==> src/rtl/pipeline_ctrl_pkg.sv <==
// Shared decode table, state encoding and sizing for the pipeline hazard controller.
package pipeline_ctrl_pkg;

  localparam int REG_W           = 4;
  localparam int NUM_REGS        = 16;
  localparam int BR_FLUSH_CYCLES = 2;
  localparam int MAX_STALL       = 15;

  localparam logic [3:0] OP_NOP  = 4'h0;
  localparam logic [3:0] OP_ADD  = 4'h1;
  localparam logic [3:0] OP_ADDI = 4'h2;
  localparam logic [3:0] OP_LW   = 4'h3;
  localparam logic [3:0] OP_SW   = 4'h4;
  localparam logic [3:0] OP_BEQ  = 4'h5;

  typedef enum logic [1:0] {
    ST_RUN   = 2'd0,
    ST_STALL = 2'd1,
    ST_FLUSH = 2'd2
  } state_t;

  function automatic logic uses_rs(input logic [3:0] op);
    return (op == OP_ADD) || (op == OP_ADDI) || (op == OP_LW) ||
           (op == OP_SW)  || (op == OP_BEQ);
  endfunction

  function automatic logic uses_rt(input logic [3:0] op);
    return (op == OP_ADD) || (op == OP_SW) || (op == OP_BEQ);
  endfunction

  function automatic logic writes_rd(input logic [3:0] op);
    return (op == OP_ADD) || (op == OP_ADDI) || (op == OP_LW);
  endfunction

endpackage

==> src/rtl/hazard_scoreboard.sv <==
// Busy bit per register for writes in flight; flags a RAW hazard for the ID instruction.
// A same-cycle writeback bypasses the hazard, and a set beats a clear on the same register.
module hazard_scoreboard
  import pipeline_ctrl_pkg::*;
#(
  parameter int P_REG_W    = REG_W,
  parameter int P_NUM_REGS = NUM_REGS
) (
  input  logic               clock,
  input  logic               reset,
  input  logic               i_id_valid,
  input  logic               i_uses_rs,
  input  logic               i_uses_rt,
  input  logic [P_REG_W-1:0] i_rs,
  input  logic [P_REG_W-1:0] i_rt,
  input  logic               i_set_en,
  input  logic [P_REG_W-1:0] i_set_rd,
  input  logic               i_wb_valid,
  input  logic [P_REG_W-1:0] i_wb_rd,
  output logic               o_hazard
);

  logic [P_NUM_REGS-1:0] r_busy;
  logic [P_NUM_REGS-1:0] w_busy_next;
  logic                  w_rs_hit;
  logic                  w_rt_hit;

  always_ff @(posedge clock) begin
    if (reset) r_busy <= '0;
    else       r_busy <= w_busy_next;
  end

  always_comb begin
    w_busy_next = r_busy;
    if (i_wb_valid) w_busy_next[i_wb_rd] = 1'b0;
    if (i_set_en && (i_set_rd != '0)) w_busy_next[i_set_rd] = 1'b1;
    w_busy_next[0] = 1'b0;
  end

  always_comb begin
    w_rs_hit = i_uses_rs && r_busy[i_rs] && !(i_wb_valid && (i_wb_rd == i_rs));
    w_rt_hit = i_uses_rt && r_busy[i_rt] && !(i_wb_valid && (i_wb_rd == i_rt));
    o_hazard = i_id_valid && (w_rs_hit || w_rt_hit);
  end

endmodule

==> src/rtl/pipeline_hazard_ctrl.sv <==
// Stall/flush controller for the 5-stage pipeline: RAW stalls, branch flush sequencing.
// Outputs are combinational from state and inputs, so a stall or flush acts in the same cycle.
module pipeline_hazard_ctrl
  import pipeline_ctrl_pkg::*;
#(
  parameter int P_REG_W           = REG_W,
  parameter int P_NUM_REGS        = NUM_REGS,
  parameter int P_BR_FLUSH_CYCLES = BR_FLUSH_CYCLES,
  parameter int P_MAX_STALL       = MAX_STALL
) (
  input  logic               clock,
  input  logic               reset,
  input  logic               i_id_valid,
  input  logic [3:0]         i_id_opcode,
  input  logic [P_REG_W-1:0] i_id_rd,
  input  logic [P_REG_W-1:0] i_id_rs,
  input  logic [P_REG_W-1:0] i_id_rt,
  input  logic               i_wb_valid,
  input  logic [P_REG_W-1:0] i_wb_rd,
  input  logic               i_br_resolve,
  input  logic               i_br_taken,
  output logic               o_pc_write_en,
  output logic               o_if_id_write_en,
  output logic               o_if_id_flush,
  output logic               o_id_ex_bubble,
  output logic [7:0]         o_stall_count,
  output logic               o_hazard_timeout
);

  localparam int CNT_W = $clog2(P_BR_FLUSH_CYCLES + 1);

  state_t           r_state;
  state_t           w_state_next;
  logic [CNT_W-1:0] r_flush_cnt;
  logic [CNT_W-1:0] w_flush_cnt_next;
  logic [7:0]       r_stall_cnt;
  logic [7:0]       w_stall_cnt_next;
  logic             r_timeout;
  logic             w_hazard;
  logic             w_branch;
  logic             w_issue;

  assign w_branch = i_br_resolve && i_br_taken;
  // A flushed or branch-killed instruction never issues, so it must not mark its rd busy.
  assign w_issue  = i_id_valid && !w_hazard && (r_state != ST_FLUSH) && !w_branch;

  hazard_scoreboard #(
    .P_REG_W    (P_REG_W),
    .P_NUM_REGS (P_NUM_REGS)
  ) u_scoreboard (
    .clock      (clock),
    .reset      (reset),
    .i_id_valid (i_id_valid),
    .i_uses_rs  (uses_rs(i_id_opcode)),
    .i_uses_rt  (uses_rt(i_id_opcode)),
    .i_rs       (i_id_rs),
    .i_rt       (i_id_rt),
    .i_set_en   (w_issue && writes_rd(i_id_opcode)),
    .i_set_rd   (i_id_rd),
    .i_wb_valid (i_wb_valid),
    .i_wb_rd    (i_wb_rd),
    .o_hazard   (w_hazard)
  );

  always_ff @(posedge clock) begin
    if (reset) begin
      r_state     <= ST_RUN;
      r_flush_cnt <= '0;
      r_stall_cnt <= '0;
      r_timeout   <= 1'b0;
    end else begin
      r_state     <= w_state_next;
      r_flush_cnt <= w_flush_cnt_next;
      r_stall_cnt <= w_stall_cnt_next;
      r_timeout   <= r_timeout || (w_stall_cnt_next == 8'(P_MAX_STALL));
    end
  end

  always_comb begin
    w_state_next     = r_state;
    w_flush_cnt_next = r_flush_cnt;
    w_stall_cnt_next = r_stall_cnt;
    if (w_branch) begin
      w_stall_cnt_next = '0;
      if (P_BR_FLUSH_CYCLES > 1) begin
        w_state_next     = ST_FLUSH;
        w_flush_cnt_next = CNT_W'(P_BR_FLUSH_CYCLES - 1);
      end else begin
        w_state_next     = ST_RUN;
      end
    end else if (r_state == ST_FLUSH) begin
      w_stall_cnt_next = '0;
      w_flush_cnt_next = r_flush_cnt - 1'b1;
      if (r_flush_cnt <= CNT_W'(1)) w_state_next = ST_RUN;
    end else if (w_hazard) begin
      w_state_next     = ST_STALL;
      w_stall_cnt_next = (r_stall_cnt == 8'hFF) ? r_stall_cnt : r_stall_cnt + 8'd1;
    end else begin
      w_state_next     = ST_RUN;
      w_stall_cnt_next = '0;
    end
  end

  always_comb begin
    o_pc_write_en    = 1'b1;
    o_if_id_write_en = 1'b1;
    o_if_id_flush    = 1'b0;
    o_id_ex_bubble   = 1'b0;
    if (!reset) begin
      if (w_branch || (r_state == ST_FLUSH)) begin
        o_if_id_flush  = 1'b1;
        o_id_ex_bubble = 1'b1;
      end else if (w_hazard) begin
        o_pc_write_en    = 1'b0;
        o_if_id_write_en = 1'b0;
        o_id_ex_bubble   = 1'b1;
      end
    end
  end

  assign o_stall_count    = r_stall_cnt;
  assign o_hazard_timeout = r_timeout;

endmodule
==> config.mk <==
export PLATFORM = sky130hd
export DESIGN_NAME = pipeline_hazard_ctrl
export DESIGN_NICKNAME = d
export VERILOG_FILES = /design/src/rtl/pipeline_ctrl_pkg.sv /design/src/rtl/hazard_scoreboard.sv /design/src/rtl/pipeline_hazard_ctrl.sv
export SDC_FILE = /design/constraint.sdc
export NUM_CORES = 1
export LEC_CHECK = 0
export ABC_AREA = 0
export BUFFER_PORTS_ARGS = -buffer_cell sky130_fd_sc_hd__buf_4
export CAP_MARGIN = 20
export CORE_ASPECT_RATIO = 1.2
export CORE_MARGIN = 5
export CORE_UTILIZATION = 45
export CTS_BUF_LIST = sky130_fd_sc_hd__clkbuf_4
export DETAILED_ROUTE_END_ITERATION = 8
export GPL_ROUTABILITY_DRIVEN = 0
export PLACE_DENSITY = 0.76
export SLEW_MARGIN = 20
export SYNTH_ARGS = -nofsm -noshare
export SYNTH_HDL_FRONTEND = slang
export SYNTH_SLANG_ARGS = --single-unit
==> constraint.sdc <==
create_clock -name clock -period 6.8 [get_ports clock]
set_clock_uncertainty 0.15 [all_clocks]
set_input_delay 1.36 -clock clock [delete_from_list [all_inputs] [get_ports clock]]
set_output_delay 1.36 -clock clock [all_outputs]
set_load 0.01 [all_outputs]
* Word level (Yosys, flattened, before mapping)
Index checks and enable logic that the tools add are counted.
Operators by class: $lt $le $gt $ge 7, reduce and logical (&&, ||, !) cells 31, mux-type cells 28, equal/unequal tests 13, bitwise gates (word level) 3, add/sub/neg operators 2
Operator list (number):
- $mux 16 | 2
- $mux 8 | 4
- $lt 4x5->1 const B | 4
- $and 16x16->16 | 1
- $not 16->16 | 1
- $or 16x16->16 | 1
- $logic_and 1x1->1 | 15
- $mux 1 | 15
- $logic_or 1x1->1 | 9
- $add 8x1->8 const B | 1
- $bmux 1 s4 | 2
- $demux 1 s4 | 2
- $eq 4x2->1 const B | 2
- $eq 4x3->1 const B | 2
- $eq 4x4->1 | 2
- $eq 8x4->1 const B | 1
- $eq 8x8->1 const B | 1
- $ge 4x1->1 const B | 2
- $mux 2 | 3
- $eq 4x1->1 const B | 1
- $logic_not 1->1 | 4
- $reduce_bool 4->1 | 1
- $ne 3x2->1 const B | 1
- $eq 2x2->1 const B | 1
- other kinds (6) | 6
Word-level totals: input port bits 26, word-level logic and storage cells 92, output and inout bits 13, flip-flop bits (word level) 29

* Longest topological paths before layout
depth after elaboration 16, depth in mapped cells 8, mapped depth without buffers 7

* Modules after synthesis
A second synthesis with hierarchy kept.
Second synthesis, totals: cells, all modules 201, area, all modules 1701.6 µm²
By module, submodules not included:
- hazard_scoreboard | cells each 120, times used 1, area each 1003.5 µm²
- pipeline_hazard_ctrl | cells each 81, times used 1, area each 698.2 µm²

* Worst setup path before layout
OpenSTA, ideal clock, no wires.
kind input -> output, from in i_id_rt[2], to out o_pc_write_en, stages on the path 8, arrival time 2.890 ns, setup slack 2.400 ns, data required time 5.290 ns, buffers on the path 3, path through buf_4 mux2i_1 mux4_1 nand2_1 o211ai_4 a211o_1 buf_2 buf_4
Between the ends: cells in the longest elaborated chain, start to end 9, elaborated cells on any way between the ends 12, classes of those cells eq/ne: 1; mux: 5; reduce/logical: 6
Ends and longest elaborated chain:
- start, declared | RTL line pipeline_hazard_ctrl.sv:17 | input logic [P_REG_W-1:0] i_id_rt,
- $bmux 1 s4 / $eq 4x4->1 (equally long branches) | RTL line hazard_scoreboard.sv:42 | w_rt_hit = i_uses_rt && r_busy[i_rt] && !(i_wb_valid && (i_wb_rd == i_rt));
- $mux 1 (not written as such) / $logic_and 1x1->1 (equally long branches) | RTL line hazard_scoreboard.sv:42
- $logic_and 1x1->1 / $logic_not 1->1 (equally long branches) | RTL line hazard_scoreboard.sv:42
- $logic_and 1x1->1 * | RTL line hazard_scoreboard.sv:42
- $logic_or 1x1->1 * | RTL line hazard_scoreboard.sv:43 | o_hazard = i_id_valid && (w_rs_hit || w_rt_hit);
- $logic_and 1x1->1 * | RTL line hazard_scoreboard.sv:43
- $mux 1 * (3 in a row)
- end, declared | RTL line pipeline_hazard_ctrl.sv:22 | output logic o_pc_write_en,
Mark *: on every way between the ends. The rest lies on a longest branch, timed or not. The select of a mux whose other input is x is not followed.

* Worst setup path after layout
from in i_id_rs[0], to out o_if_id_write_en
Between the ends: cells in the longest elaborated chain, start to end 9, elaborated cells on any way between the ends 12, classes of those cells eq/ne: 1; mux: 5; reduce/logical: 6
Ends and longest elaborated chain:
- start, declared | RTL line pipeline_hazard_ctrl.sv:16 | input logic [P_REG_W-1:0] i_id_rs,
- $bmux 1 s4 / $eq 4x4->1 (equally long branches) | RTL line hazard_scoreboard.sv:41 | w_rs_hit = i_uses_rs && r_busy[i_rs] && !(i_wb_valid && (i_wb_rd == i_rs));
- $mux 1 (not written as such) / $logic_and 1x1->1 (equally long branches) | RTL line hazard_scoreboard.sv:41
- $logic_and 1x1->1 / $logic_not 1->1 (equally long branches) | RTL line hazard_scoreboard.sv:41
- $logic_and 1x1->1 * | RTL line hazard_scoreboard.sv:41
- $logic_or 1x1->1 * | RTL line hazard_scoreboard.sv:43
- $logic_and 1x1->1 * | RTL line hazard_scoreboard.sv:43
- $mux 1 * | RTL line pipeline_hazard_ctrl.sv:113 | end else if (w_hazard) begin
- $mux 1 * | RTL line pipeline_hazard_ctrl.sv:110 | if (w_branch || (r_state == ST_FLUSH)) begin
- $mux 1 * | RTL line pipeline_hazard_ctrl.sv:109 | if (!reset) begin
- end, declared | RTL line pipeline_hazard_ctrl.sv:23 | output logic o_if_id_write_en,
Marked as above.

==> metrics.json <==
{
  "outcome": "finished, final reports clean",
  "initial_utilization": 0.468,
  "internal-power_mw": 0.210,
  "io_buf_count": 38,
  "setup_fix_buffers_added_after_clock_tree_synthesis": 0,
  "via_count": 1743,
  "seq_power_share": 0.575,
  "dominantRegCellSynth": "sky130_fd_sc_hd__dfxtp_1",
  "post_synth_fa_ha_maj_area_fraction": 0.0188,
  "slew_headroom": 0.682,
  "endpoints_failing_hold": 0,
  "grt_usage": 0.180,
  "antenna_violations_before_repair": 0,
  "dp.final_hpwl_mm": 3.71,
  "critical_path_arrival_ns": 3.03,
  "first_global_vias": 1670,
  "synthesis.yosys.warnings": 0,
  "power_density_mw_per_mm2": 132,
  "finalWirelength_mm": 4.75,
  "grt.overflow.total": 0,
  "dominant_combinational_cell_family_by_area_after_synthesis": "compound AO/OA/AOI/OAI gates",
  "ioPinCount": 39,
  "clk_transition_reported_paths_ns": 0.14,
  "drv.max_cap_violation_count": 0,
  "setup_repair_after_global_routing_missed_its_margin": "no",
  "holdBufCountCts": 0,
  "grt_first_pass_wirelength_mm": 7.82,
  "numCtsBuffers": 3,
  "globalRouteMet2Util": 0.315,
  "synth.ff_latch_count": 28,
  "final.setup.tns_ns": 0,
  "ctsLongestPathBuffers": 2,
  "fp.dieArea_mm2": 0.00553,
  "synth.mux.area_fraction": 0.119,
  "vdd.ir_drop.worst_mv": 0.0628,
  "clockRootBuffer": "sky130_fd_sc_hd__clkbuf_4",
  "power.combinational.fraction": 0.189,
  "area_growth_syn_to_layout_pct": 17.7,
  "final_min_period_over_clock_period": 0.668,
  "cp-end-kind": "output port",
  "setup.worst_path.start_class": "input port",
  "grt_util_met3": 0.0196,
  "drt_pre_antenna_iters": 4,
  "detail-route-antenna-nets": 0,
  "clock_latency_ns": 0.32,
  "setup-violations-final": 0,
  "pwr-share-clk": 0.236,
  "core_region_area_mm2": 0.00397,
  "grt_start_max_net_pins": 19,
  "synth-compound-area-share": 0.256,
  "remaining_drc_errors": 0,
  "swShare": 0.275,
  "ys_async_sr_fraction": 0,
  "period_minus_slack_ns": 4.54,
  "synthesis.instances": 199,
  "tritoncts_clock_tree": "done",
  "fmaxAchievable_mhz": 220,
  "yosysUniqueCellTypes": 51,
  "antenna_cells_inserted": 0,
  "leak_pwr_nw": 0.861,
  "final_layout_size_suffix_gt1_frac": 0.276,
  "cts.htree.levels": 1,
  "rows": 25,
  "cts.sink_count": 28,
  "synthesis.area_mm2": 0.00186,
  "min_path_type": "reg -> reg",
  "syn-num-nets": 227,
  "switchingPower_mw": 0.0797,
  "final_core_utilization": 0.551,
  "nNetsFinal": 262,
  "gates_resized_cts_repair": 0,
  "number_of_flops_mapped_to_enable_cells_by_yosys": 0,
  "worst-r2r-setup-slack_ns": 4.64,
  "drt_iter0_drc": 117,
  "routed_via_density": 6.09,
  "tightestPinTransition_ns": 0.473,
  "worst_ep_required_time_ns": 5.29,
  "synth_simple_gate_area_share": 0.210,
  "worst-path-max-fanout": 10,
  "grt_busiest_layer": "met2",
  "grt.met1_usage": 0.234,
  "die_width_um": 68.7,
  "crit_type": "in -> out",
  "final_max_slew_viol_count": 0,
  "yosys.area_share.xor_xnor": 0.0518,
  "post_synth.cell_area_avg_um2": 9.35,
  "synth.yosys.seq_area_share": 0.301,
  "wl_per_cell_um": 16.6,
  "fp.dieH_um": 80.4
}
## registers in the layout, summed over array words and instances, names as in the netlist
signal and cells:
u_scoreboard.r_busy 15, o_stall_count 8, r_flush_cnt 2, r_state 2
o_hazard_timeout 1
## metrics by stage
stage / cells / power [mW] / hold WS [ns] / setup WS, ns / instance area (µm²)
2_1_floorplan: 199 / 0.202 / 0.305 / 2.40 / 1860
3_3_place_gp: 283 / 0.224 / 0.325 / 2.28 / 2170
3_5_place_dp: 283 / 0.225 / 0.312 / 2.25 / 2170
4_1_cts: 286 / 0.291 / 0.338 / 2.25 / 2190
5_1_grt: 286 / 0.305 / 0.347 / 2.14 / 2190
6_report: 286 / 0.290 / 0.341 / 2.26 / 2190
## synth_stat cells (all sizes together) (2+ instances only)
cell type / count / area, µm²
a21oi: 5 / 25.0
a31oi: 3 / 18.8
and2: 2 / 12.5
and3: 4 / 25.0
buf: 7 / 46.3
clkbuf: 2 / 7.51
dfxtp: 28 / 561
ha: 2 / 25.0
inv: 6 / 22.5
mux2: 5 / 60.1
mux2i: 9 / 90.1
mux4: 3 / 71.3
nand2: 14 / 60.1
nand2b: 7 / 43.8
nand3: 7 / 35.0
nand3b: 5 / 37.5
nand4: 2 / 12.5
nor2: 11 / 41.3
nor2b: 3 / 18.8
nor3: 6 / 40.0
nor3b: 3 / 22.5
o211ai: 10 / 88.8
o21ai: 3 / 15.0
o22ai: 3 / 18.8
o311ai: 3 / 26.3
o31ai: 2 / 15.0
o41ai: 16 / 193
or2: 4 / 25.0
xnor2: 5 / 43.8
xor2: 6 / 52.6
## layout by cell type (no fill, tap or decap), drive strengths merged, types with 2 or more instances in the layout
cell	synthesis	final
o211ai	10	10
o311ai	3	3
nor3b	3	3
nand3b	5	5
nor2	11	11
nor3	6	6
ha	2	2
xnor2	5	5
nand2	14	14
o22ai	3	3
a31oi	3	3
inv	6	6
o21ai	3	3
mux4	3	3
a21oi	5	5
mux2	5	5
clkbuf	2	3
o31ai	2	2
o41ai	16	16
nand4	2	2
nand2b	7	7
and2	2	2
and3	4	4
or2	4	4
nor2b	3	3
nand3	7	7
buf	7	39
mux2i	9	9
xor2	6	6
dfxtp	28	28
## worst max-delay path, cell delays in order
cell,delay [ns]
sky130_fd_sc_hd__buf_4,0.12
sky130_fd_sc_hd__mux4_2,0.51
sky130_fd_sc_hd__a211oi_1,0.22
sky130_fd_sc_hd__nand3b_1,0.23
sky130_fd_sc_hd__a211o_1,0.39
sky130_fd_sc_hd__buf_4,0.19
## layer usage
metal	up-vias	part of all wire
met4	0	0.024
met3	12	0.063
met2	68	0.51
met5	-	0
li1	836	-
met1	827	0.40
## worst paths after layout
| check | cells past startpoint | end | start |
|---|---|---|---|
| hold reg to reg | 1 | o_hazard_timeout | o_hazard_timeout |
| setup / recovery | 6 | o_if_id_write_en | i_id_rs[0] |
| hold / removal | 1 | o_hazard_timeout | o_hazard_timeout |
| setup reg to reg | 5 | u_scoreboard.r_busy[5] | u_scoreboard.r_busy[7] |
## cells by family (layout without fill, tap and decap cells)
group                    count (synthesis)  after routing
buffers and inverters                   16             49
AO/OA/AOI/OAI                           54             54
XOR/XNOR                                11             11
multiplexers                            17             17
AND/OR/NAND/NOR                         70             70
adder cells (fa/ha/maj)                  3              3
flip-flops                              28             28
## final cells by class
cell class / instances / area (µm²)
fillers: 378 / 1780
multi-input cells: 155 / 1220
flip-flops and latches: 28 / 561
repair buffers: 39 / 293
well taps: 54 / 67.6
inverters: 7 / 26.3
clock buffers: 3 / 22.5
## power groups by stage
| stage | clock [mW] | combinational, mW | sequential, mW |
|---|---|---|---|
| finish | 0.0683 | 0.0549 | 0.167 |
| global route | 0.0781 | 0.0599 | 0.167 |
| CTS | 0.0701 | 0.0548 | 0.167 |
| detailed placement | 0 | 0.0547 | 0.170 |
| floorplan | 0 | 0.0319 | 0.170 |
| global placement | 0 | 0.0541 | 0.170 |
No activity file was read; power rests on OpenSTA's default activity.
